===== src/rtl/lt24_pkg.sv =====
// Shared definitions for the LT24 LCD responder: command opcodes, panel
// geometry defaults, the command FSM state type and the debug view.
package lt24_pkg;

  localparam int H_RES_DEF = 240;
  localparam int V_RES_DEF = 320;

  localparam logic [7:0] OP_SWRESET = 8'h01;
  localparam logic [7:0] OP_SLPIN   = 8'h10;
  localparam logic [7:0] OP_SLPOUT  = 8'h11;
  localparam logic [7:0] OP_DISPOFF = 8'h28;
  localparam logic [7:0] OP_DISPON  = 8'h29;
  localparam logic [7:0] OP_CASET   = 8'h2A;
  localparam logic [7:0] OP_PASET   = 8'h2B;
  localparam logic [7:0] OP_RAMWR   = 8'h2C;

  typedef enum logic [2:0] {
    ST_IDLE,
    ST_CASET_P,
    ST_PASET_P,
    ST_RAMWR,
    ST_IGNORE
  } lt24_state_e;

  typedef struct packed {
    lt24_state_e state;
    logic [1:0]  param_cnt;
    logic        csx_s;
    logic        rdx_s;
  } lt24_dbg_t;

endpackage


===== src/rtl/lt24_bus_sync.sv =====
// Two-flop synchronizer for the asynchronous 8080 host bus plus detection of
// the write strobe rising edge while chip select is active.
module lt24_bus_sync (
  input  logic        clk,
  input  logic        reset_n,
  input  logic        soft_rst_n,
  input  logic        tft_csx,
  input  logic        tft_dcx,
  input  logic        tft_wrx,
  input  logic        tft_rdx,
  input  logic [15:0] tft_data,
  output logic        wr_evt,
  output logic        dcx_s,
  output logic        csx_s,
  output logic        rdx_s,
  output logic [15:0] data_s
);

  logic [1:0]  csx_ff;
  logic [1:0]  dcx_ff;
  logic [1:0]  wrx_ff;
  logic [1:0]  rdx_ff;
  logic [15:0] data_ff0;
  logic [15:0] data_ff1;
  logic        wrx_d;

  // Reset loads idle bus levels so no phantom strobe edge appears afterwards.
  always_ff @(posedge clk or negedge reset_n) begin
    if (!reset_n) begin
      csx_ff   <= 2'b11;
      dcx_ff   <= 2'b11;
      wrx_ff   <= 2'b11;
      rdx_ff   <= 2'b11;
      data_ff0 <= '0;
      data_ff1 <= '0;
      wrx_d    <= 1'b1;
    end else if (!soft_rst_n) begin
      csx_ff   <= 2'b11;
      dcx_ff   <= 2'b11;
      wrx_ff   <= 2'b11;
      rdx_ff   <= 2'b11;
      data_ff0 <= '0;
      data_ff1 <= '0;
      wrx_d    <= 1'b1;
    end else begin
      csx_ff   <= {csx_ff[0], tft_csx};
      dcx_ff   <= {dcx_ff[0], tft_dcx};
      wrx_ff   <= {wrx_ff[0], tft_wrx};
      rdx_ff   <= {rdx_ff[0], tft_rdx};
      data_ff0 <= tft_data;
      data_ff1 <= data_ff0;
      wrx_d    <= wrx_ff[1];
    end
  end

  // wr_evt is a single-cycle event with no backpressure: the host keeps data
  // and dcx stable for several clocks after the strobe rises, so data_s and
  // dcx_s are valid in the same cycle as wr_evt.
  assign wr_evt = wrx_ff[1] & ~wrx_d & ~csx_ff[1];
  assign dcx_s  = dcx_ff[1];
  assign csx_s  = csx_ff[1];
  assign rdx_s  = rdx_ff[1];
  assign data_s = data_ff1;

endmodule


===== src/rtl/lt24_lcd_responder.sv =====
// Responder for an ILI9341-style 8080 command stream: tracks the address
// window, streams RAMWR pixels out as addressed writes, and keeps panel flags.
module lt24_lcd_responder
  import lt24_pkg::*;
#(
  parameter int H_RES = H_RES_DEF,
  parameter int V_RES = V_RES_DEF
) (
  input  logic        clk,
  input  logic        reset_n,
  input  logic        tft_rst,
  input  logic        tft_csx,
  input  logic        tft_dcx,
  input  logic        tft_wrx,
  input  logic        tft_rdx,
  input  logic [15:0] tft_data,
  output logic        pix_we,
  output logic [7:0]  pix_x,
  output logic [8:0]  pix_y,
  output logic [15:0] pix_data,
  output logic        display_on,
  output logic        sleep_out,
  output logic        frame_done,
  output lt24_dbg_t   dbg
);

  logic        wr_evt;
  logic        dcx_s;
  logic        csx_s;
  logic        rdx_s;
  logic [15:0] data_s;

  lt24_bus_sync u_bus_sync (
    .clk        (clk),
    .reset_n    (reset_n),
    .soft_rst_n (tft_rst),
    .tft_csx    (tft_csx),
    .tft_dcx    (tft_dcx),
    .tft_wrx    (tft_wrx),
    .tft_rdx    (tft_rdx),
    .tft_data   (tft_data),
    .wr_evt     (wr_evt),
    .dcx_s      (dcx_s),
    .csx_s      (csx_s),
    .rdx_s      (rdx_s),
    .data_s     (data_s)
  );

  lt24_state_e state;
  lt24_state_e state_nxt;

  logic        cmd_evt;
  logic        dat_evt;
  logic [7:0]  op;
  logic [1:0]  pcnt;
  logic [23:0] pbuf;
  logic [15:0] sc, ec, sp, ep;
  logic [15:0] cur_x, cur_y;
  logic        x_end, y_end, in_range;
  logic        soft_clr;

  assign cmd_evt  = wr_evt & ~dcx_s;
  assign dat_evt  = wr_evt & dcx_s;
  assign op       = data_s[7:0];
  assign x_end    = (cur_x == ec);
  assign y_end    = (cur_y == ep);
  assign in_range = (cur_x < 16'(H_RES)) && (cur_y < 16'(V_RES));
  assign soft_clr = ~tft_rst | (cmd_evt & (op == OP_SWRESET));

  always_ff @(posedge clk or negedge reset_n) begin
    if (!reset_n)      state <= ST_IDLE;
    else if (!tft_rst) state <= ST_IDLE;
    else               state <= state_nxt;
  end

  // Any command preempts whatever parameter or pixel sequence is in flight.
  always_comb begin
    state_nxt = state;
    if (cmd_evt) begin
      case (op)
        OP_CASET:   state_nxt = ST_CASET_P;
        OP_PASET:   state_nxt = ST_PASET_P;
        OP_RAMWR:   state_nxt = ST_RAMWR;
        OP_SWRESET, OP_SLPIN, OP_SLPOUT, OP_DISPOFF, OP_DISPON:
                    state_nxt = ST_IDLE;
        default:    state_nxt = ST_IGNORE;
      endcase
    end else if (dat_evt && (pcnt == 2'd3) &&
                 ((state == ST_CASET_P) || (state == ST_PASET_P))) begin
      state_nxt = ST_IDLE;
    end
  end

  always_ff @(posedge clk or negedge reset_n) begin
    if (!reset_n) begin
      pix_we     <= 1'b0;
      pix_x      <= '0;
      pix_y      <= '0;
      pix_data   <= '0;
      frame_done <= 1'b0;
      display_on <= 1'b0;
      sleep_out  <= 1'b0;
      pcnt       <= '0;
      pbuf       <= '0;
      sc         <= '0;
      ec         <= 16'(H_RES - 1);
      sp         <= '0;
      ep         <= 16'(V_RES - 1);
      cur_x      <= '0;
      cur_y      <= '0;
    end else begin
      pix_we     <= 1'b0;
      frame_done <= 1'b0;
      if (soft_clr) begin
        pix_x      <= '0;
        pix_y      <= '0;
        pix_data   <= '0;
        display_on <= 1'b0;
        sleep_out  <= 1'b0;
        pcnt       <= '0;
        pbuf       <= '0;
        sc         <= '0;
        ec         <= 16'(H_RES - 1);
        sp         <= '0;
        ep         <= 16'(V_RES - 1);
        cur_x      <= '0;
        cur_y      <= '0;
      end else if (cmd_evt) begin
        pcnt <= '0;
        case (op)
          OP_SLPOUT:  sleep_out  <= 1'b1;
          OP_SLPIN:   sleep_out  <= 1'b0;
          OP_DISPON:  display_on <= 1'b1;
          OP_DISPOFF: display_on <= 1'b0;
          OP_RAMWR: begin
            cur_x <= sc;
            cur_y <= sp;
          end
          default: ;
        endcase
      end else if (dat_evt) begin
        case (state)
          ST_CASET_P, ST_PASET_P: begin
            // Shadow the first three bytes; the fourth commits start and end together.
            pcnt <= pcnt + 2'd1;
            pbuf <= {pbuf[15:0], data_s[7:0]};
            if (pcnt == 2'd3) begin
              if (state == ST_CASET_P) begin
                sc <= pbuf[23:8];
                ec <= {pbuf[7:0], data_s[7:0]};
              end else begin
                sp <= pbuf[23:8];
                ep <= {pbuf[7:0], data_s[7:0]};
              end
            end
          end
          ST_RAMWR: begin
            pix_we   <= in_range;
            pix_x    <= cur_x[7:0];
            pix_y    <= cur_y[8:0];
            pix_data <= data_s;
            // Off-panel pixels are dropped but still consume a cursor position.
            if (!x_end) begin
              cur_x <= cur_x + 16'd1;
            end else if (!y_end) begin
              cur_x <= sc;
              cur_y <= cur_y + 16'd1;
            end else begin
              frame_done <= 1'b1;
              cur_x      <= sc;
              cur_y      <= sp;
            end
          end
          default: ;
        endcase
      end
    end
  end

  assign dbg = '{state: state, param_cnt: pcnt, csx_s: csx_s, rdx_s: rdx_s};

endmodule

===== config.mk =====
export PLATFORM = sky130hd
export DESIGN_NAME = lt24_lcd_responder
export DESIGN_NICKNAME = d
export VERILOG_FILES = /design/src/rtl/lt24_pkg.sv /design/src/rtl/lt24_bus_sync.sv /design/src/rtl/lt24_lcd_responder.sv
export SDC_FILE = /design/constraint.sdc
export NUM_CORES = 1
export LEC_CHECK = 0
export BUFFER_PORTS_ARGS = -buffer_cell sky130_fd_sc_hd__buf_2
export CAP_MARGIN = 20
export CORE_MARGIN = 3
export CORE_UTILIZATION = 55
export CTS_BUF_LIST = sky130_fd_sc_hd__clkbuf_4
export CTS_CLUSTER_DIAMETER = 30
export DETAILED_ROUTE_END_ITERATION = 10
export PLACE_DENSITY = 0.74
export SETUP_SLACK_MARGIN = 0.3
export SYNTH_ARGS = -nofsm -noshare
export SYNTH_HDL_FRONTEND = slang
export SYNTH_SLANG_ARGS = --single-unit

===== constraint.sdc =====
create_clock -name clk -period 3.2 [get_ports clk]
set_input_delay 0.32 -clock clk [delete_from_list [all_inputs] [get_ports clk]]
set_output_delay 0.32 -clock clk [all_outputs]
set_load 0.05 [all_outputs]

# After elaboration in Yosys (flattened, before gate mapping)
# Cells that the tools add are included.
# W data, S select, Z words.
# totals
ff_bits	203
out_inout_bits	44
wordCells	167
# op_classes
add_sub_neg	3
order_cmp	2
n_eq_ne	18
n_mux	84
bitwise	10
reduce_logical	27
# ops
op	count
$mux W16	43
$mux W24	4
$eq A8 B6 Y1 const B	5
$mux W9	4
$add A16 B1 Y16 const B	2
$eq A16 B16 Y1	2
$mux W8	4
$reduce_bool A3 Y1	6
$eq A8 B5 Y1 const B	2
$lt A16 B8 Y1 const B	1
$lt A16 B9 Y1 const B	1
$mux W2	8
$mux W1	15
$pmux W3 S4	1
$reduce_bool A2 Y1	6
$reduce_and A5 Y1	2
$mux W3	3
$reduce_and A3 Y1	3
$eq A8 B1 Y1 const B	1
$eq A3 B2 Y1 const B	2
$ne A3 B1 Y1 const B	2
$reduce_and A2 Y1	3
$and A1 B1 Y1	5
$reduce_or A5 Y1	1
other kinds (12)	18

# Longest topological paths before layout
# logic_depth
word_depth	9
mapped_depth	10
depth_no_buf	7

# Modules after synthesis
# Synthesis repeated with hierarchy kept, for this count alone.
# unflattened
cells_unflattened	960
area_unflattened_um2	9391.5
# modules_own_cells
mod	n_inst	cells_per_inst	area_each_um2	seq_area_each_um2
lt24_lcd_responder	1	873	8066.5	4071.4
lt24_bus_sync	1	87	1325.0	1037.2

# Worst setup path after synthesis
# Ideal clock, no wire load.
# synth_path
path_type	register to register
startpoint	register u_bus_sync.data_ff1[1], in the netlist u_bus_sync.data_s[1]
endpoint	register cur_y[0]
setup_ns	0.118
arrival_time_ns	2.231
required_time_ns	3.082
setup_slack_ns	0.851
path_stages_with_launch	11
n_path_buf	4
synth_period_minus_slack_ns	2.349
path_cell_list	dfrtp_1 buf_6 or4_4 o41a_1 buf_6 nand3_4 o21bai_4 buf_6 buf_8 nor3_1 a21o_1
# synth_via
elab_chain_cells	5
elab_cells_between_ends	10
cone_classes	3 x eq/ne; 1 x mux; 2 x bitwise; 4 x reduce/logical
# synth_rtl
element	line_no	source
from (decl)	lt24_bus_sync.sv:24	logic [15:0] data_ff1;
from (signal assigned)	lt24_bus_sync.sv:51	data_ff1 <= data_ff0;
$eq A8 B1 Y1	lt24_lcd_responder.sv:68	assign soft_clr = ~tft_rst | (cmd_evt & (op == OP_SWRESET));
$and A1 B1 Y1	lt24_lcd_responder.sv:68	
$or A1 B1 Y1	lt24_lcd_responder.sv:68	
$ne A3 B1 Y1 (no line) / $reduce_bool A3 Y1 (equally long branches)	n/a	
$reduce_and A4 Y1 (no line)	n/a	
to (signal assigned)	lt24_lcd_responder.sv:137	cur_y <= sp;
to (signal assigned)	lt24_lcd_responder.sv:167	cur_y <= cur_y + 16'd1;
to (signal assigned)	lt24_lcd_responder.sv:171	cur_y <= sp;
to (decl)	lt24_lcd_responder.sv:58	logic [15:0] cur_x, cur_y;
# Several ways; a longest one is shown, not always the timed one.
# A chain may end at the register's enable or synchronous reset.

# Worst setup path in the final report
# layout_path
startpoint	register u_bus_sync.wrx_ff[1]
endpoint	register cur_y[8]
# layout_via
elab_chain_cells	7
elab_cells_between_ends	13
cone_classes	1 x eq/ne; 2 x mux; 6 x bitwise; 4 x reduce/logical
# layout_rtl
element	line_no	source
from (decl)	lt24_bus_sync.sv:21	logic [1:0] wrx_ff;
from (signal assigned)	lt24_bus_sync.sv:48	wrx_ff <= {wrx_ff[0], tft_wrx};
$and A1 B1 Y1 * (2 in series)	lt24_bus_sync.sv:59	assign wr_evt = wrx_ff[1] & ~wrx_d & ~csx_ff[1];
$and A1 B1 Y1	lt24_lcd_responder.sv:62	assign cmd_evt = wr_evt & ~dcx_s;
$and A1 B1 Y1	lt24_lcd_responder.sv:68	
$or A1 B1 Y1	lt24_lcd_responder.sv:68	
$ne A3 B1 Y1 (no line) / $reduce_bool A3 Y1 (equally long branches)	n/a	
$reduce_and A4 Y1 (no line)	n/a	
# Every way passes the cells marked *; elsewhere a longest branch is shown, timed or not.

==> results.sh <==
export IMPL_cts_resized=0
export IMPL_worst_pin_slew_ps=850
export IMPL_drc=0
export IMPL_regToRegSetupSlack_ps=480
export IMPL_routed_via_density=5.66
export IMPL_maxCapViolCount=0
export IMPL_fin_skew_ps=32.8
export IMPL_rr_endpoint="cur_y[8]"
export IMPL_synthArstFlopShare_pct=100
export IMPL_topRoutingLayerUsed="met4"
export IMPL_wire_per_inst_um=17.3
export IMPL_holdCritPathClass="input pin to asynchronous set/reset pin"
export IMPL_nets=1124
export IMPL_synth_avg_cell_area_um2=9.33
export IMPL_first_global_vias=7714
export IMPL_clockPowerShare_pct=43.7
export IMPL_max_stage_delay_ps=560
export IMPL_hold_viol=0
export IMPL_wirelength_um=23600
export IMPL_seqPwrFrac_pct=51.4
export IMPL_ys_flop_type="dfrtp_1"
export IMPL_endpoint="cur_y[8]"
export IMPL_finalSetupTns_ps=0
export IMPL_antenna_found_initial=1
export IMPL_yosysSeqAreaShare_pct=54.5
export IMPL_crit_slowest_cell="dfstp_2"
export IMPL_startpoint="u_bus_sync.wrx_ff[1]"
export IMPL_end_kind="flop"
export IMPL_finalMaxSlewViolations=0
export IMPL_h_tree_depth=2
export IMPL_crit_chain="or3b_2 -> a31oi_1 -> nand3_4 -> o21bai_4 -> buf_4 -> o31a_1 -> o22ai_1"
export IMPL_place_hpwl_um=15000
export IMPL_peakVddDrop_v=0.000361
export IMPL_combPwrFrac_pct=5.0
export IMPL_layout_common_cells="nand2_1 (254), dfrtp_1 (180), a21oi_1 (94), clkbuf_4 (82), buf_2 (65)"
export IMPL_r2r_cells=7
export IMPL_finalPower_mw=5.13
export IMPL_rsz0062_at_grt="no"
export IMPL_p_leak_nw=4.76
export IMPL_switching_share_pct=24.5
export IMPL_synth_ff_latch_count=203
export IMPL_fin_util_pct=64.9
export IMPL_synth_cells=1004
export IMPL_fillers=1369
export IMPL_cts_sinks=203
export IMPL_syn_area_um2=9370
export IMPL_synth_simple_area_share_pct=22.1
export IMPL_clkTransAtPathRegs_ps=70
export IMPL_synth_top_family_by_area="simple AND/OR/NAND/NOR gates"
export IMPL_via_count=7719
export IMPL_insertion_delay_ps=660
export IMPL_place_area_um2=9890
export IMPL_design_area_um2=10800
export IMPL_clockBufferDepth=3
export IMPL_drt_pass1_iter_count=6
export IMPL_cp_max_fo=17
export IMPL_first_iter_violations=725
export IMPL_floorplan_die_width_um=137
export IMPL_cts_buffers_inserted=54
export IMPL_intPower_mw=3.87
export IMPL_muxShareOfSynthArea_pct=2.47
export IMPL_critPathKind="flop to flop"
export IMPL_die_area_um2=18600
export IMPL_power_switching_mw=1.26
export IMPL_synth_edf_count=0
export IMPL_wl_met3_um=1690
export IMPL_gp_congestion=0.936
export IMPL_rows=47
export IMPL_wl_met2_um=11200
export IMPL_die_h_um=137
export IMPL_syn_nets=1030
export IMPL_synth_cell_types=63
export IMPL_cp_required_ps=3770
export IMPL_grt_overflow=0
export IMPL_area_growth_pct=15.3
export IMPL_initial_core_util_pct=56.3
export IMPL_yosys_warnings=0
export IMPL_synth_compound_area_share_pct=13.0
export IMPL_final_common_cell="nand2_1"
export IMPL_arrival_ps=3290
export IMPL_io_buffers=66
export IMPL_start_kind="flop"
export IMPL_cts_root_buffer="clkbuf_4"
export IMPL_fmax_ghz=0.367
export IMPL_cts_tree="built"
export IMPL_drive_gt1_share_pct=18.7
export IMPL_ant_nets=0
export IMPL_core_um2=16600
export IMPL_fin_crit_ps=2720
export IMPL_grt_pass1_wl_um=39000
export IMPL_wl_met1_um=10100
export IMPL_outcome="completed"
export IMPL_grtUsageTotal_pct=26.4
export IMPL_setup_viol_count_final=0
export IMPL_p_per_area_nw_per_um2=475
export IMPL_synth_adder_area_share_pct=0.401
export IMPL_max_slew_margin_pct=43.1
export IMPL_io_pins=67
export IMPL_rr_startpoint="u_bus_sync.wrx_ff[1]"
export IMPL_synth_xor_area_share_pct=3.27
export IMPL_final_period_utilization_pct=85.1
export IMPL_grt_max_degree=93
registers in the layout, summed over array words and instances (netlist names), 2 cells and up:
signal and count:
cur_y 16, pix_data 16, sc 16, u_bus_sync.rdx_ff 2
u_bus_sync.csx_ff 2, state 3, u_bus_sync.wrx_ff 2, pix_x 8
pcnt 2, u_bus_sync.data_s 16, cur_x 16, pbuf 24
u_bus_sync.data_ff0 16, u_bus_sync.dcx_ff 2, sp 16, pix_y 9
ec 16, ep 16
kinds of logic (layout without fill, tap and decap cells):
logic type                 Yosys count  after routing
AOI/OAI and AO/OA                  209            209
DFF                                203            203
and+or+nand+nor                    441            441
adders and majority gates            3              3
buffers and inverters               90            227
other                                0              2
muxes                               23             23
xor gates and xnor gates            35             35
synth_stat cells (2+ instances only):
master | number | share of area [%]
nand2_1 | 254 | 10
dfrtp_1 | 180 | 48
a21oi_1 | 94 | 5.0
clkbuf_1 | 56 | 2.2
o21ai_0 | 38 | 2.0
and2_1 | 36 | 2.4
nor2_1 | 29 | 1.2
nand3_1 | 26 | 1.4
o21ai_1 | 24 | 1.3
dfstp_2 | 23 | 6.4
mux2i_1 | 22 | 2.4
inv_1 | 19 | 0.76
nor3_1 | 18 | 0.96
xor2_1 | 18 | 1.7
xnor2_1 | 17 | 1.6
nor4_1 | 16 | 1.1
nand2b_1 | 13 | 0.87
nand4_1 | 12 | 0.80
o22ai_1 | 8 | 0.53
o2bb2ai_1 | 8 | 0.75
o31ai_1 | 8 | 0.64
and3_1 | 7 | 0.47
nor3b_1 | 6 | 0.48
o31a_1 | 5 | 0.47
a31oi_1 | 4 | 0.27
buf_2 | 4 | 0.21
buf_4 | 4 | 0.32
o221ai_1 | 4 | 0.37
and4_1 | 3 | 0.28
buf_6 | 3 | 0.36
ha_1 | 3 | 0.40
nor2b_1 | 3 | 0.20
a21o_1 | 2 | 0.16
a22oi_1 | 2 | 0.16
buf_1 | 2 | 0.080
nor4b_1 | 2 | 0.19
o211ai_1 | 2 | 0.16
or2_2 | 2 | 0.13
or3_1 | 2 | 0.13
or4b_1 | 2 | 0.21
worst min path at each step:
stage,slack [ps],cells after the start,end
detailed placement,440,1,pix_x[1]
CTS,290,2,sc[2]
global placement,430,1,u_bus_sync.data_s[13]
global route,330,2,sc[5]
floorplan,20,0,cur_x[0]
finish,310,2,ec[12]
final cells by class:
cell class | instances | area [um^2] | area share (%)
multi-input combinational | 711 | 3900 | 36.1
antenna | 2 | 5.00 | 0.0463
sequential | 203 | 5110 | 47.3
clock buffer | 82 | 616 | 5.70
timing repair buffer | 109 | 754 | 6.98
clock inverter | 17 | 72.6 | 0.672
tap | 220 | 275 | 2.55
inverter | 19 | 71.3 | 0.660
per-layer routing:
metal  global-route usage, %  vias to the layer above
met3                    6.10                       52
met4                    9.80                        0
met2                    41.6                      322
li1                        -                     3633
met5                       0                        -
met1                    36.1                     3712
power by group through the flow:
stage | clock, mW | sequential, mW | combinational [mW]
5_1_grt | 2.43 | 2.64 | 0.287
3_5_place_dp | 0 | 2.68 | 0.236
2_1_floorplan | 0 | 2.68 | 0.129
4_1_cts | 2.29 | 2.64 | 0.258
6_report | 2.24 | 2.64 | 0.256
3_3_place_gp | 0 | 2.68 | 0.232
metrics by stage:
stage,setup slack (ps),hold slack [ps],instances
floorplan,851,24.4,1004
detailed placement,513,440,1240
global placement,572,434,1240
CTS,490,295,1361
global route,344,335,1363
finish,478,307,1363
critical path, delay by kind of cell (launching register included):
kind                   cells  cell delay, ps
AND/OR/NAND/NOR            2             730
buffers and inverters      1             250
AO/OA/AOI/OAI              4            1070
flip-flops                 1             560
repair_timing:
| action | in CTS | in global routing |
|---|---|---|
| setup buffers | 0 | 0 |
| hold buffers | 22 | 0 |
| hold endpoints to repair | 95 | 0 |
Note: power is estimated with default switching activity, not from simulation.
